`config.mk`:
```
export PLATFORM = sky130hd
export DESIGN_NAME = text_console
export DESIGN_NICKNAME = d
export VERILOG_FILES = /design/src/rtl/text_console.sv
export SDC_FILE = /design/constraint.sdc
export NUM_CORES = 1
export LEC_CHECK = 0
export CAP_MARGIN = 20
export CORE_ASPECT_RATIO = 0.7
export CORE_UTILIZATION = 50
export DETAILED_ROUTE_END_ITERATION = 8
export GPL_TIMING_DRIVEN = 0
export PLACE_DENSITY = 0.74
export SYNTH_ARGS = -nofsm -noshare
export SYNTH_HDL_FRONTEND = slang
export SYNTH_SLANG_ARGS = --single-unit
export TNS_END_PERCENT = 50
```
`constraint.sdc`:
```
create_clock -name CLK_CPU -period 2.4 [get_ports CLK_CPU]
set_input_delay 0.72 -clock CLK_CPU [delete_from_list [all_inputs] [get_ports CLK_CPU]]
set_output_delay 0.72 -clock CLK_CPU [all_outputs]
set_load 0.005 [all_outputs]
```
`src/rtl/text_console.sv`:
```
// text_console
//   Character-stream front end for the text-mode display. Consumes ASCII
//   bytes over a valid/ready handshake, tracks the cursor, interprets
//   LF/CR/BS/FF and produces a one-cell-per-cycle write port into video
//   memory. Handles screen clear and per-line clear on wrap (rolling
//   display, no scrolling).
//
//   Ports:
//     CLK_CPU             in   sole clock, rising edge
//     reset               in   asynchronous, active-high
//     char_valid          in   char_data holds a byte to consume
//     char_data[7:0]      in   ASCII byte
//     char_ready          out  byte accepted this cycle if char_valid
//     video_write_enable  out  write strobe, one cell per cycle
//     video_write_data    out  byte to write
//     video_write_addr    out  cell address = row*COLS + col
//     cursor_row          out  current cursor row
//     cursor_col          out  current cursor column
module text_console #(
   parameter  int COLS   = 64,
   parameter  int ROWS   = 24,
   parameter  int ADDR_W = 11,
   localparam int ROW_W  = $clog2(ROWS),
   localparam int COL_W  = $clog2(COLS)
) (
   input  logic              CLK_CPU,
   input  logic              reset,
   input  logic              char_valid,
   input  logic [7:0]        char_data,
   output logic              char_ready,
   output logic              video_write_enable,
   output logic [7:0]        video_write_data,
   output logic [ADDR_W-1:0] video_write_addr,
   output logic [ROW_W-1:0]  cursor_row,
   output logic [COL_W-1:0]  cursor_col
);

   localparam int CELLS = COLS * ROWS;

   typedef enum logic [1:0] {
      CLEAR_ALL  = 2'd0,
      CLEAR_LINE = 2'd1,
      IDLE       = 2'd2
   } state_t;

   state_t              state_q, state_d;
   logic [ADDR_W-1:0]   cnt_q, cnt_d;
   logic                we_q, we_d;
   logic [ADDR_W-1:0]   addr_q, addr_d;
   logic [7:0]          data_q, data_d;
   logic [ROW_W-1:0]    row_q, row_d;
   logic [COL_W-1:0]    col_q, col_d;
   logic                ready_q, ready_d;

   logic [ADDR_W-1:0]   row_base;
   logic [ADDR_W-1:0]   cur_addr;
   logic [ADDR_W-1:0]   clr_last;
   logic [ROW_W-1:0]    next_row;

   assign row_base = ADDR_W'(row_q) * ADDR_W'(COLS);
   assign cur_addr = row_base + ADDR_W'(col_q);
   assign clr_last = (state_q == CLEAR_ALL) ? ADDR_W'(CELLS - 1) : ADDR_W'(COLS - 1);
   // Rolling display: moving past the last row wraps to row 0.
   assign next_row = (row_q == ROW_W'(ROWS - 1)) ? '0 : row_q + ROW_W'(1);

   always_comb begin
      state_d = state_q;
      cnt_d   = cnt_q;
      we_d    = 1'b0;
      addr_d  = addr_q;
      data_d  = data_q;
      row_d   = row_q;
      col_d   = col_q;

      case (state_q)
         CLEAR_ALL, CLEAR_LINE: begin
            we_d   = 1'b1;
            addr_d = ((state_q == CLEAR_ALL) ? '0 : row_base) + cnt_q;
            data_d = 8'h20;
            if (state_q == CLEAR_ALL) begin
               row_d = '0;
               col_d = '0;
            end
            // The edge presenting the last cell also returns to IDLE so
            // char_ready rises alongside the final clear write.
            if (cnt_q == clr_last) begin
               state_d = IDLE;
               cnt_d   = '0;
            end else begin
               cnt_d = cnt_q + ADDR_W'(1);
            end
         end
         default: begin
            if (char_valid && ready_q) begin
               if (char_data >= 8'h20 && char_data <= 8'h7E) begin
                  we_d   = 1'b1;
                  addr_d = cur_addr;
                  data_d = char_data;
                  if (col_q == COL_W'(COLS - 1)) begin
                     col_d   = '0;
                     row_d   = next_row;
                     state_d = CLEAR_LINE;
                     cnt_d   = '0;
                  end else begin
                     col_d = col_q + COL_W'(1);
                  end
               end else begin
                  case (char_data)
                     8'h0A: begin
                        col_d   = '0;
                        row_d   = next_row;
                        state_d = CLEAR_LINE;
                        cnt_d   = '0;
                     end
                     8'h0D: col_d = '0;
                     8'h08: begin
                        if (col_q != '0) begin
                           col_d  = col_q - COL_W'(1);
                           we_d   = 1'b1;
                           addr_d = cur_addr - ADDR_W'(1);
                           data_d = 8'h20;
                        end
                     end
                     8'h0C: begin
                        state_d = CLEAR_ALL;
                        cnt_d   = '0;
                        row_d   = '0;
                        col_d   = '0;
                     end
                     default: ;
                  endcase
               end
            end
         end
      endcase

      ready_d = (state_d == IDLE);
   end

   always_ff @(posedge CLK_CPU or posedge reset) begin
      if (reset) begin
         state_q <= CLEAR_ALL;
         cnt_q   <= '0;
         we_q    <= 1'b0;
         addr_q  <= '0;
         data_q  <= 8'h20;
         row_q   <= '0;
         col_q   <= '0;
         ready_q <= 1'b0;
      end else begin
         state_q <= state_d;
         cnt_q   <= cnt_d;
         we_q    <= we_d;
         addr_q  <= addr_d;
         data_q  <= data_d;
         row_q   <= row_d;
         col_q   <= col_d;
         ready_q <= ready_d;
      end
   end

   assign char_ready         = ready_q;
   assign video_write_enable = we_q;
   assign video_write_data   = data_q;
   assign video_write_addr   = addr_q;
   assign cursor_row         = row_q;
   assign cursor_col         = col_q;

endmodule
```
==> results.txt, run 1 <==
The run finished with clean final reports. Leaving out fill and tap cells, the most frequent cells in the layout are 44 x sky130_fd_sc_hd__dfrtp_1, 34 x sky130_fd_sc_hd__clkdlybuf4s50_1, 29 x sky130_fd_sc_hd__nand2_1. Before CTS, the worst setup slack after placement is -0.5861 ns. The overall die area is 0.006301 mm2. The via count of the first global-routing pass came out at ~2500. The complex-gate fraction of the synthesized area is 0.2392. Setup violations remaining at the end of the flow were counted as 0.

After detailed routing, the average wire length per cell comes to between 15 and 20 um. The count of inserted antenna diode cells is 0. The overall via count from detail_route is approximately 2700.

After the flow finishes, the layout carries non-filler instances totaling approximately 460. The port buffer count is 42. Yosys attributes the largest share of cell area to sky130_fd_sc_hd__dfrtp_1 37%, sky130_fd_sc_hd__ha_1 4.2%, sky130_fd_sc_hd__nand3_1 4.2%. The count of flip-flops with a built-in enable after synthesis came out at 0. The count of final hold-check violations is 0. The min-delay analysis places its worst path in the category register to register.

The wire-length estimate of the detail-placed layout is between 5 and 6 mm. Leaving out fill and tap cells, the most frequent cell in the layout is sky130_fd_sc_hd__dfrtp_1. The signal on the critical path passes through clkdlybuf4s15_1, nor3b_1, o2111ai_1, and2_4, a21oi_4, nor2_2, mux2_4. The multiplexer share of the synthesized area came out at 0.03388. The final worst setup slack is 0.05645 ns. The tree built by TritonCTS fans out to 45 sinks. The number of clock buffers inserted by TritonCTS came out at 5. The count of warnings emitted by yosys came out at 0. For the worst-skew pair, the clock arrives at the later sink with an insertion delay of 0.31 ns. The worst setup slack for register-to-register paths came out at around 0.20 ns. The critical path starts at char_data[1].

After routing the design area is 0.003709 mm2. Clock-pin slew was measured on the worst setup and hold paths at roughly 0.1 ns. The pin slew with the least headroom to its limit is slightly above 0.6 ns.

The final global-route overflow total came out at 0. The depth of the most critical reg-to-reg path came out at 8. TritonCTS built the clock tree. The number of nets in the final layout is between 400 and 500.

The worst setup path is captured at a register. The H-tree generated during clock tree synthesis spans 2 levels. The fraction of the yosys area taken by sequential cells came out at 0.3768. The largest net degree at the start of global routing came out at 27. The share of the cycle needed by the critical path after routing is 0.9765. The arrival time of data at the critical path endpoint is around 2.6 ns. The total number of placement rows is 23. The endpoint of the worst setup timing path is cursor_col[0]. The final total negative setup slack is 0 ns. The share of flip-flops with an asynchronous set or reset came out at 1.000. The detailed-route vias per instance came out at about 6.0.

The critical path data required time came out at around 2.6 ns. The gate count after technology mapping is 322. From synthesis to final layout, the design area changed by 23.96%. For this run, design rule violations remaining after detail routing come to 0. The relative max-transition margin came out at 0.5846. The number of max-slew violations in the final report was 0.

In this run the clock root is driven by a sky130_fd_sc_hd__clkbuf_8. The placed instance area is 0.003526 mm2. The netlist area before placement is 0.002992 mm2. The number of antenna violations at the first check in global routing is 0. The power density over cell area came out at 987.9 mW/mm2.

The number of violations reported at the end of detailed-routing iteration 0 is between 150 and 200. The worst clock skew is approximately 0.014 ns. For this design the static power due to leakage is about 1.6 nW. By area, the combinational part of the netlist is dominated by compound AO/OA/AOI/OAI gates. The detailed-route wire length came out at around 7.7 mm. The maximum ir drop on the vdd rail is ~0.45 mV. Setup repair after global routing left no endpoint under its margin. Summed over all instances, the cell type with the most area after synthesis is sky130_fd_sc_hd__dfrtp_1.

Of the post-synthesis cell area, the dominant cell type holds 0.3680. By startpoint and endpoint, the worst setup path is classified as input pin to register. The synthesized-area fraction occupied by adder cells came out at 0.04852.

STA classifies the critical path startpoint as an input pin. The slowest library cell on the worst path is sky130_fd_sc_hd__o2111ai_1. In this run the horizontal extent of the chip is 94.45 um.

The iteration count of the initial detailed-routing pass came out at 4. In this run the critical register-to-register path is captured at video_write_addr[2]. The total placed cells including tap cells is 440.

During I/O placement, the number of pins put on the boundary was 43. For this run, the total global-route usage over all layers was measured as 0.2662. The peak per-stage delay on the critical path is about 0.4 ns. In this run the critical register-to-register path is launched from cursor_col[0]. The total of max-cap violations came out at 0. The post-synthesis xor/xnor area fraction is 0.05270. The share of synthesized cell area in and, or, nand and nor gates is 0.2024. The first-pass GRT wire length is 12.66 mm. The worst-case clock buffer depth came out at 2. The most used flip-flop cell after synthesis is sky130_fd_sc_hd__dfrtp_1. The maximum fanout along the worst path came out at 7.

The hold buffer count at CTS came out at 0. The count of different cell masters after synthesis came out at 66. The average cell area after synthesis is roughly 9.3 um2. Timing would allow up to roughly 430 MHz. The post-synth net total came out at 344. The final weighted congestion of routability-driven global placement came out at 0.8882.

The fraction of final layout cells with drive strength greater than 1 is 0.1447. The floorplan step set the die height to about 67 um. For this configuration, the core starts out at a cell density of 0.5198. The time the final worst path needs with I/O delays and setup came out at about 2.3 ns.

The core region is between 0.005 and 0.006 mm2. The remaining number of nets flagged by the antenna check after routing is 0. The flop and latch count out of synthesis came out at 45.
stage by stage:
step / power, mW / util / hold slack (ns)
after floorplan: 2.462 / - / 0.4505
after global placement: 3.060 / 0.6091 / 0.4507
after detailed placement: 3.105 / 0.6126 / 0.4519
after CTS: 3.634 / 0.6378 / 0.4673
after global routing: 3.930 / 0.6443 / 0.5035
final: 3.664 / 0.6443 / 0.4667
cell usage after synthesis, types with 2 or more instances:
cell type                   n
sky130_fd_sc_hd__and3_1     5
sky130_fd_sc_hd__or2_1      2
sky130_fd_sc_hd__o22ai_1    3
sky130_fd_sc_hd__xor2_1     6
sky130_fd_sc_hd__o31a_1     2
sky130_fd_sc_hd__o21ai_1   10
sky130_fd_sc_hd__nor3_1     6
sky130_fd_sc_hd__o31ai_1    2
sky130_fd_sc_hd__buf_1      2
sky130_fd_sc_hd__ha_1      10
sky130_fd_sc_hd__nand3_1   25
sky130_fd_sc_hd__nor2b_1    3
sky130_fd_sc_hd__a31oi_1    4
sky130_fd_sc_hd__clkbuf_1   5
sky130_fd_sc_hd__o211ai_1   5
sky130_fd_sc_hd__o21ba_2    2
sky130_fd_sc_hd__a211oi_2   2
sky130_fd_sc_hd__buf_2      6
sky130_fd_sc_hd__nand4_1    2
sky130_fd_sc_hd__o221ai_1   3
sky130_fd_sc_hd__inv_1     17
sky130_fd_sc_hd__xnor2_1   12
sky130_fd_sc_hd__a21oi_1   18
sky130_fd_sc_hd__nor4_1     2
sky130_fd_sc_hd__nor2_1    20
sky130_fd_sc_hd__nand2_1   29
sky130_fd_sc_hd__nand4b_1   2
sky130_fd_sc_hd__o21a_1     2
sky130_fd_sc_hd__a41oi_1    2
sky130_fd_sc_hd__nand2b_1   3
sky130_fd_sc_hd__a22o_1     9
sky130_fd_sc_hd__a21o_1     3
sky130_fd_sc_hd__mux2i_1    3
sky130_fd_sc_hd__o21ai_0    8
sky130_fd_sc_hd__a31oi_4    2
sky130_fd_sc_hd__mux2_4     4
sky130_fd_sc_hd__and2_1     4
sky130_fd_sc_hd__nor2_2     2
sky130_fd_sc_hd__nor2_4     3
sky130_fd_sc_hd__a221o_1    3
sky130_fd_sc_hd__dfrtp_1   44
layer usage:
metal	up-vias	part of all wire	global-route usage	routed length, um
li1	1296	-	-	-
met1	1341	0.51	0.4056	3904
met2	92	0.43	0.3832	3299
met3	4	0.061	0.06621	469
met4	0	0.0029	0.04167	22
met5	-	0	0	0
logic make-up (layout without fill, tap and decap cells):
kind of cell | after synthesis | after routing
AND/OR/NAND/NOR | 116 | 116
XOR/XNOR | 18 | 18
flip-flops | 45 | 45
buffers and inverters | 32 | 90
AO/OA/AOI/OAI | 92 | 92
adder cells (fa/ha/maj) | 11 | 11
multiplexers | 8 | 8
critical path: cells and delay by family:
kind            cells  cell delay [ns]
compound gates      2             0.49
buf+inv             1             0.36
simple gates        3             0.68
mux                 1             0.31
repair_timing:
action                                  in CTS  in global routing
pin swaps                                    6                  4
cloned                                       0                  0
resized for setup                           11                  7
endpoints found under the setup margin      35                 20
setup buffers                                6                  1
sequential cells by signal (all words and copies together), names as in the netlist:
| name | count |
|---|---|
| video_write_enable | 1 |
| char_ready | 1 |
| video_write_data | 8 |
| video_write_addr | 11 |
| state_q | 2 |
| cnt_q | 11 |
| cursor_col | 6 |
| cursor_row | 5 |
final cells by class:
class                      count  area, um2
fill                         505       2047
multi-input combinational    245       1767
sequential                    45       1127
timing repair buffer          50      488.0
tap                           75      93.84
buffer                        15      75.07
clock buffer                   5      68.82
inverter                      17      63.81
clock inverter                 3      25.02
worst min path at each step:
stage / to / slack, ns / start / cells past startpoint
final: video_write_data[5] / 0.47 / video_write_data[5] / 2
after global routing: video_write_data[5] / 0.50 / video_write_data[5] / 2
after CTS: video_write_data[5] / 0.47 / video_write_data[5] / 2
after detailed placement: video_write_data[5] / 0.45 / video_write_data[5] / 2
after global placement: video_write_data[5] / 0.45 / video_write_data[5] / 2
after floorplan: video_write_data[5] / 0.45 / video_write_data[5] / 2
report_power, final:
part | leakage [nW] | total [mW] | internal, mW | switching [mW]
clock network | 0.0447 | 0.512 | 0.211 | 0.301
logic | 0.955 | 1.90 | 0.927 | 0.968
registers | 0.579 | 1.26 | 0.994 | 0.262
total | 1.58 | 3.66 | 2.13 | 1.53
Note: power is estimated with default switching activity, not from simulation.
==> run 2: changes to the inputs <==
- MAX_ROUTING_LAYER: unset -> met4
==> run 2 against run 1 <==
  * Die area did not move
  * Clock-buffer cell count unchanged
  * Global-route usage increased by 0.66 points
  * Largest cell class unchanged
  * Clock skew up 0.0014 ns
==> results.txt, run 2 (synthesized netlist as in run 1, its figures left out) <==
The total of max-cap violations came to 0 (unchanged). The clock insertion delay at the later pin of the skew report was 0.31 ns (about the same). The number of violations reported at the end of detailed-routing iteration 0 is 130 (-14%). The run finished with clean final reports. The total routing usage reported by global routing came out at 0.2728 (+0.006610).

Setup repair after global routing left no endpoint under its margin. The via count of the first global-routing pass is 2506 (+0.32%). The worst clock skew is 0.01523 ns (+0.001438 ns). The maximum fanout along the worst path is 7 (unchanged).

The number of clock sinks is 45 (unchanged). The remaining number of nets flagged by the antenna check after routing came out at 0 (unchanged). The relative area change from synthesis to final layout came out at 23.96% (unchanged). Traced cell by cell, the critical path runs through clkdlybuf4s15_1, nor3b_1, o2111ai_1, and2_4, a21oi_4, nor2_2, mux2_4. The power density over cell area came to 987.1 mW/mm2 (about the same).

The width of the die came to 94.45 um (unchanged). The peak per-stage delay on the critical path came out at 0.41 ns (about the same). The number of clock buffers inserted by TritonCTS came out at 5 (unchanged). The total number of placement rows is 23 (unchanged).

The largest net degree at the start of global routing came out at 27 (unchanged). The overall via count from detail_route came out at 2727 (-0.22%). The pin slew with the least headroom to its limit came to 0.6211 ns (+0.002751 ns).

The final weighted congestion of routability-driven global placement is 0.9032 (+1.7%). The number of buffer and inverter instances along the worst setup path is 1 (unchanged). The arrival time of data at the critical path endpoint is 2.55 ns (about the same). The share of the cycle needed by the critical path after routing was 0.9771 (about the same). The maximum ir drop on the vdd rail is 0.4456 mV (-0.13%).

The overall die area is 0.006301 mm2 (unchanged). The final global-route overflow total came to 0 (unchanged). The number of nets in the final layout is 401 (unchanged). The worst setup path is launched from an input pin.

The slowest library cell on the worst path is sky130_fd_sc_hd__o2111ai_1. The worst-case clock buffer depth is 2 (unchanged). The fraction of final layout cells with drive strength greater than 1 is 0.1447 (unchanged). The setup path with the least slack is of type input pin to register.

TritonCTS built the clock tree. In the layout the commonest cells are 44 x sky130_fd_sc_hd__dfrtp_1, 34 x sky130_fd_sc_hd__clkdlybuf4s50_1, 29 x sky130_fd_sc_hd__nand2_1. Leaving out fill and tap cells, the most frequent cell in the layout is sky130_fd_sc_hd__dfrtp_1.

The worst min-delay path class is register to register. The clock-pin slew on the worst setup and hold paths came out at 0.10 ns (about the same). The number of antenna violations at the first check in global routing is 0 (unchanged). The core area came out at 0.005756 mm2 (unchanged). The leakage component of the power was 1.579 nW (unchanged).

The hold buffer count at CTS was 0 (unchanged). The total setup violations reported at the end of the flow came out at 0 (unchanged). The kind of cell with the highest combined delay along the critical path is simple AND/OR/NAND/NOR gates. The time the final worst path needs with I/O delays and setup is 2.345 ns (+0.001438 ns). The post-route worst hold slack is 0.4666 ns (-0.00005300 ns). The worst setup path is captured at a register. The root buffer cell chosen for the clock tree is sky130_fd_sc_hd__clkbuf_8. The count of final hold-check violations is 0 (unchanged). The first-pass GRT wire length is 12.65 mm (-0.11%).

The count of inserted antenna diode cells came out at 0 (unchanged). The initial standard-cell utilization of the core is 0.5198 (unchanged). The iteration count of the initial detailed-routing pass is 4 (unchanged). The DRC violation count after routing is 0 (unchanged). The detailed-route wire length is 7.667 mm (-0.36%).

The top-level I/O count came out at 43 (unchanged). The number of max-slew violations in the final report is 0 (unchanged). The average wire length per cell after detail routing is 16.85 um (-0.36%). The highest achievable clock rate came out at 426.4 MHz (about the same). The y dimension of the die is 66.72 um (unchanged). The estimated wirelength of the detail-placed design is 5.650 mm (unchanged). The port buffer count is 42 (unchanged). The critical path data required time was 2.61 ns (about the same).

The overall power of the completed layout was 3.661 mW (about the same). The fraction of the core area covered by cells at the end of the flow came out at 0.6443 (unchanged). The relative max-transition margin came out at 0.5827 (-0.001848). The H-tree depth is 2 (unchanged). The detailed-route vias per instance came out at 5.993 (-0.22%).
run 2: cell counts in the layout (fill, tap and decap cells not counted):
No cell type changed its count.
run 2: worst reg2reg max path: cells and delay by family (launching register included):
| kind | cells | cell delay [ns] |
|---|---|---|
| compound gates | 2 | 0.37 |
| buf+inv | 2 | 0.40 |
| flops | 1 | 0.38 |
| simple gates | 1 | 0.16 |
| mux | 2 | 0.56 |
| fa+ha+maj | 1 | 0.23 |
run 2: layout make-up:
type,instances,area [um2]
Buffer,15,75.07
Sequential cell,45,1127
Clock inverter,3,25.02
Inverter,17,63.81
Multi-Input combinational cell,245,1767
Tap cell,75,93.84
Clock buffer,5,68.82
Fill cell,505,2047
Timing Repair Buffer,50,488.0
run 2: routing by layer:
metal	track usage	share of wire	up-vias
met5	-	0	-
met4	0.04356	0.0047	0
met3	0.06279	0.062	6
met2	0.3832	0.43	97
met1	0.4049	0.50	1332
li1	-	-	1292
run 2: report_power, final:
part           switching (mW)  internal [mW]
logic                   0.967          0.927
clock network           0.300          0.211
registers               0.262          0.994
total                    1.53           2.13
run 2: path summary, 6_finish.rpt:
path / startpoint / to / slack [ns] / cells after the start
max: char_data[1] / cursor_col[0] / 0.06 / 7
min: video_write_data[5] / video_write_data[5] / 0.47 / 2
max reg2reg: cursor_col[0] / video_write_addr[2] / 0.20 / 8
min reg2reg: video_write_data[5] / video_write_data[5] / 0.47 / 2
max in group asynchronous: reset / cnt_q[10] / 1.18 / 3
min in group asynchronous: reset / cursor_col[1] / 0.72 / 2
run 2: what timing repair did:
item | in CTS | in global routing
setup endpoints to repair | 35 | 20
pin swaps | 6 | 4
gates resized for setup | 11 | 7
setup buffers | 6 | 1
run 2: through the flow:
step	instances	setup TNS, ns	setup slack [ns]	cell area (um2)
2_1_floorplan	322	0	0.1892	2992
3_3_place_gp	439	-29.03	-0.5508	3506
3_5_place_dp	440	-17.12	-0.5861	3526
4_1_cts	454	0	0.01004	3671
5_1_grt	455	0	0.00004174	3709
6_report	455	0	0.05501	3709
==> run 3: changes to the inputs <==
==> constraint.sdc (replaced) <==
create_clock -name CLK_CPU -period 2.4 [get_ports CLK_CPU]
set_input_delay 0.48 -clock CLK_CPU [delete_from_list [all_inputs] [get_ports CLK_CPU]]
set_output_delay 0.48 -clock CLK_CPU [all_outputs]
set_load 0.005 [all_outputs]
==> run 3 against run 2 <==
  * Utilization shrank 0.63 points
  * Clock-buffer cell count did not move
  * Register-to-register slack lost 0.05 ns
  * First-iteration DRC count is 12% higher
==> results.txt, run 3 (synthesized netlist as in run 1, its figures left out) <==
The run finished with clean final reports. The power density over cell area is 993.6 mW/mm2 (+0.66%). The detailed-route wire length is 7.639 mm (-0.37%).

The port buffer count came out at 42 (unchanged). The average wire length per cell after detail routing is 16.90 um (+0.30%). The number of violations reported at the end of detailed-routing iteration 0 came out at 146 (+12%). The maximum fanout along the worst path is 9 (+2). The via count of the first global-routing pass is 2477 (-1.2%). The number of nets in the final layout came out at 398 (-0.75%). The path class of the tightest hold or removal check is register to register. The final weighted congestion of routability-driven global placement is 0.9032 (unchanged). The startpoint identified for the worst hold timing path is video_write_data[5]. The remaining number of nets flagged by the antenna check after routing came out at 0 (unchanged). The final worst setup slack came to 0.08037 ns (+0.02536 ns).

The post-layout instance count excluding filler cells came to 452 (-0.66%). The leakage component of the power came out at 1.548 nW (-2.0%). The clock-pin slew on the worst setup and hold paths came out at 0.10 ns (about the same). The worst clock skew is 0.01299 ns (-0.002245 ns).

The relative area change from synthesis to final layout is 22.75%. The overall die area is 0.006301 mm2 (unchanged). TritonCTS built the clock tree. The relative max-transition margin came out at 0.5827 (about the same). The hold buffer count at CTS is 0 (unchanged). The post-layout instance area is 0.003672 mm2 (-0.98%). The total of max-cap violations was 0 (unchanged). Setup repair after global routing left no endpoint under its margin. The clock insertion delay at the later pin of the skew report is 0.31 ns (about the same). The final global-route overflow total came to 0 (unchanged). The depth of the most critical reg-to-reg path was 8 (unchanged). The number of clock buffers inserted by TritonCTS came out at 5 (unchanged). The number of max-slew violations in the final report is 0 (unchanged). The total placed cells including tap cells came out at 440 (unchanged).

The width of the die is 94.45 um (unchanged). The capturing element type of the critical path is a register. In the layout the commonest cells are 44 x sky130_fd_sc_hd__dfrtp_1, 41 x sky130_fd_sc_hd__clkdlybuf4s50_1, 29 x sky130_fd_sc_hd__nand2_1.

The worst setup path is of the input pin to register kind. The share of the cycle needed by the critical path after routing is 0.9665 (-0.01057). The first-pass GRT wire length is 12.57 mm (-0.60%). The top-level I/O count came out at 43 (unchanged). The critical path data required time is 2.61 ns (about the same). The estimated wirelength of the detail-placed design is 5.650 mm (unchanged). In this run the worst setup path begins at char_data[0]. The maximum ir drop on the vdd rail came out at 0.4452 mV (-0.11%). The total routing usage reported by global routing is 0.2717 (-0.001166). The worst slack at placement came out at -0.3461 ns (+0.2400 ns). The fraction of final layout cells with drive strength greater than 1 came to 0.1300 (-0.01476).

The overall via count from detail_route was 2685 (-1.5%). The total number of placement rows is 23 (unchanged). The count of cells along the worst hold path was 2 (unchanged). The count of inserted antenna diode cells was 0 (unchanged). The arrival time of data at the critical path endpoint came out at 2.53 ns (-0.02 ns).

The worst setup path is launched from an input pin. The count of final hold-check violations was 0 (unchanged). The y dimension of the die came out at 66.72 um (unchanged). The H-tree depth is 2 (unchanged). The pin slew with the least headroom to its limit came to 0.6212 ns (+0.00003910 ns). The time the final worst path needs with I/O delays and setup came to 2.320 ns (-0.02536 ns).

The count of fill cells added during filler insertion was 504 (-0.20%). The placed instance area is 0.003526 mm2 (unchanged). The core area came to 0.005756 mm2 (unchanged).

The largest net degree at the start of global routing came out at 27 (unchanged). The DRC violation count after routing was 0 (unchanged). The most common cell after layout, fill and taps aside is sky130_fd_sc_hd__dfrtp_1. The total setup violations reported at the end of the flow is 0 (unchanged). The worst-case clock buffer depth came out at 2 (unchanged). Clock tree synthesis selected as its root buffer the cell sky130_fd_sc_hd__clkbuf_8. The initial standard-cell utilization of the core is 0.5198 (unchanged). In this run the critical register-to-register path is launched from cursor_col[0]. The number of antenna violations at the first check in global routing came to 0 (unchanged). The highest achievable clock rate is 431.1 MHz (+1.1%). The number of clock sinks is 45 (unchanged).

The detailed-route vias per instance came out at 5.940 (-0.89%). The iteration count of the initial detailed-routing pass came out at 4 (unchanged).
==> run 3: cell types whose count changed in the layout (fill, tap and decap cells not counted) <==
cell,before,now
sky130_fd_sc_hd__dlymetal6s2s_1,1,0
sky130_fd_sc_hd__and3_1,4,5
sky130_fd_sc_hd__nand3_2,1,0
sky130_fd_sc_hd__nand3_1,24,25
sky130_fd_sc_hd__nor2_1,18,19
sky130_fd_sc_hd__clkdlybuf4s50_1,34,41
sky130_fd_sc_hd__buf_4,8,5
sky130_fd_sc_hd__clkdlybuf4s15_1,1,0
sky130_fd_sc_hd__and3_4,2,1
sky130_fd_sc_hd__nor2_4,4,3
sky130_fd_sc_hd__dlygate4sd2_1,6,1
==> run 3: metal layers <==
metal / wire length [um] / part of all wire / global-route usage
met5: 0 / 0 / -
met4: 13 / 0.0017 / 0.04356
met3: 433 / 0.057 / 0.06621
met2: 3284 / 0.43 / 0.3804
met1: 3907 / 0.51 / 0.4014
==> run 3: report_power, final <==
part           switching [mW]  internal (mW)
Sequential              0.262          0.994
Combinational           0.959          0.923
Clock                   0.300          0.211
Total                    1.52           2.13
==> run 3: metrics by stage <==
stage	total power, mW	utilization	TNS [ns]	hold WS, ns
CTS	3.630	0.6324	0	0.4673
finish	3.649	0.6380	0	0.4666
detailed placement	3.105	0.6126	-6.578	0.4519
global route	3.921	0.6380	0	0.5035
global placement	3.060	0.6091	-8.004	0.4507
floorplan	2.462	-	0	0.4505
==> run 3: final timing paths <==
| check | slack, ns | end |
|---|---|---|
| min reg2reg | 0.47 | video_write_data[5] |
| min in group asynchronous | 0.48 | cursor_col[1] |
| max in group asynchronous | 1.42 | cnt_q[10] |
| max reg2reg | 0.15 | video_write_addr[2] |
| min | 0.47 | video_write_data[5] |
| max | 0.08 | cursor_col[0] |
==> run 3: area by class of cell <==
class                      count  area, um2  area share
clock buffer                   5      68.82     0.01874
clock inverter                 3      25.02    0.006814
buffer                        15      75.07     0.02044
sequential                    45       1127      0.3070
multi-input combinational    245       1749      0.4763
tap                           75      93.84     0.02555
timing repair buffer          47      469.2      0.1278
inverter                      17      63.81     0.01738
==> run 3: critical path, cell delays in order <==
cell,delay (ns)
sky130_fd_sc_hd__clkdlybuf4s50_1,0.55
sky130_fd_sc_hd__and3_4,0.28
sky130_fd_sc_hd__a211o_4,0.37
sky130_fd_sc_hd__and2_4,0.18
sky130_fd_sc_hd__a21oi_4,0.27
sky130_fd_sc_hd__nor2_2,0.09
sky130_fd_sc_hd__mux2_4,0.30
==> run 3: timing repair <==
item | 4_1_cts | 5_1_grt
setup buffers | 2 | 2
pin swaps | 1 | 3
gates resized for setup | 2 | 3
setup endpoints to repair | 1 | 10
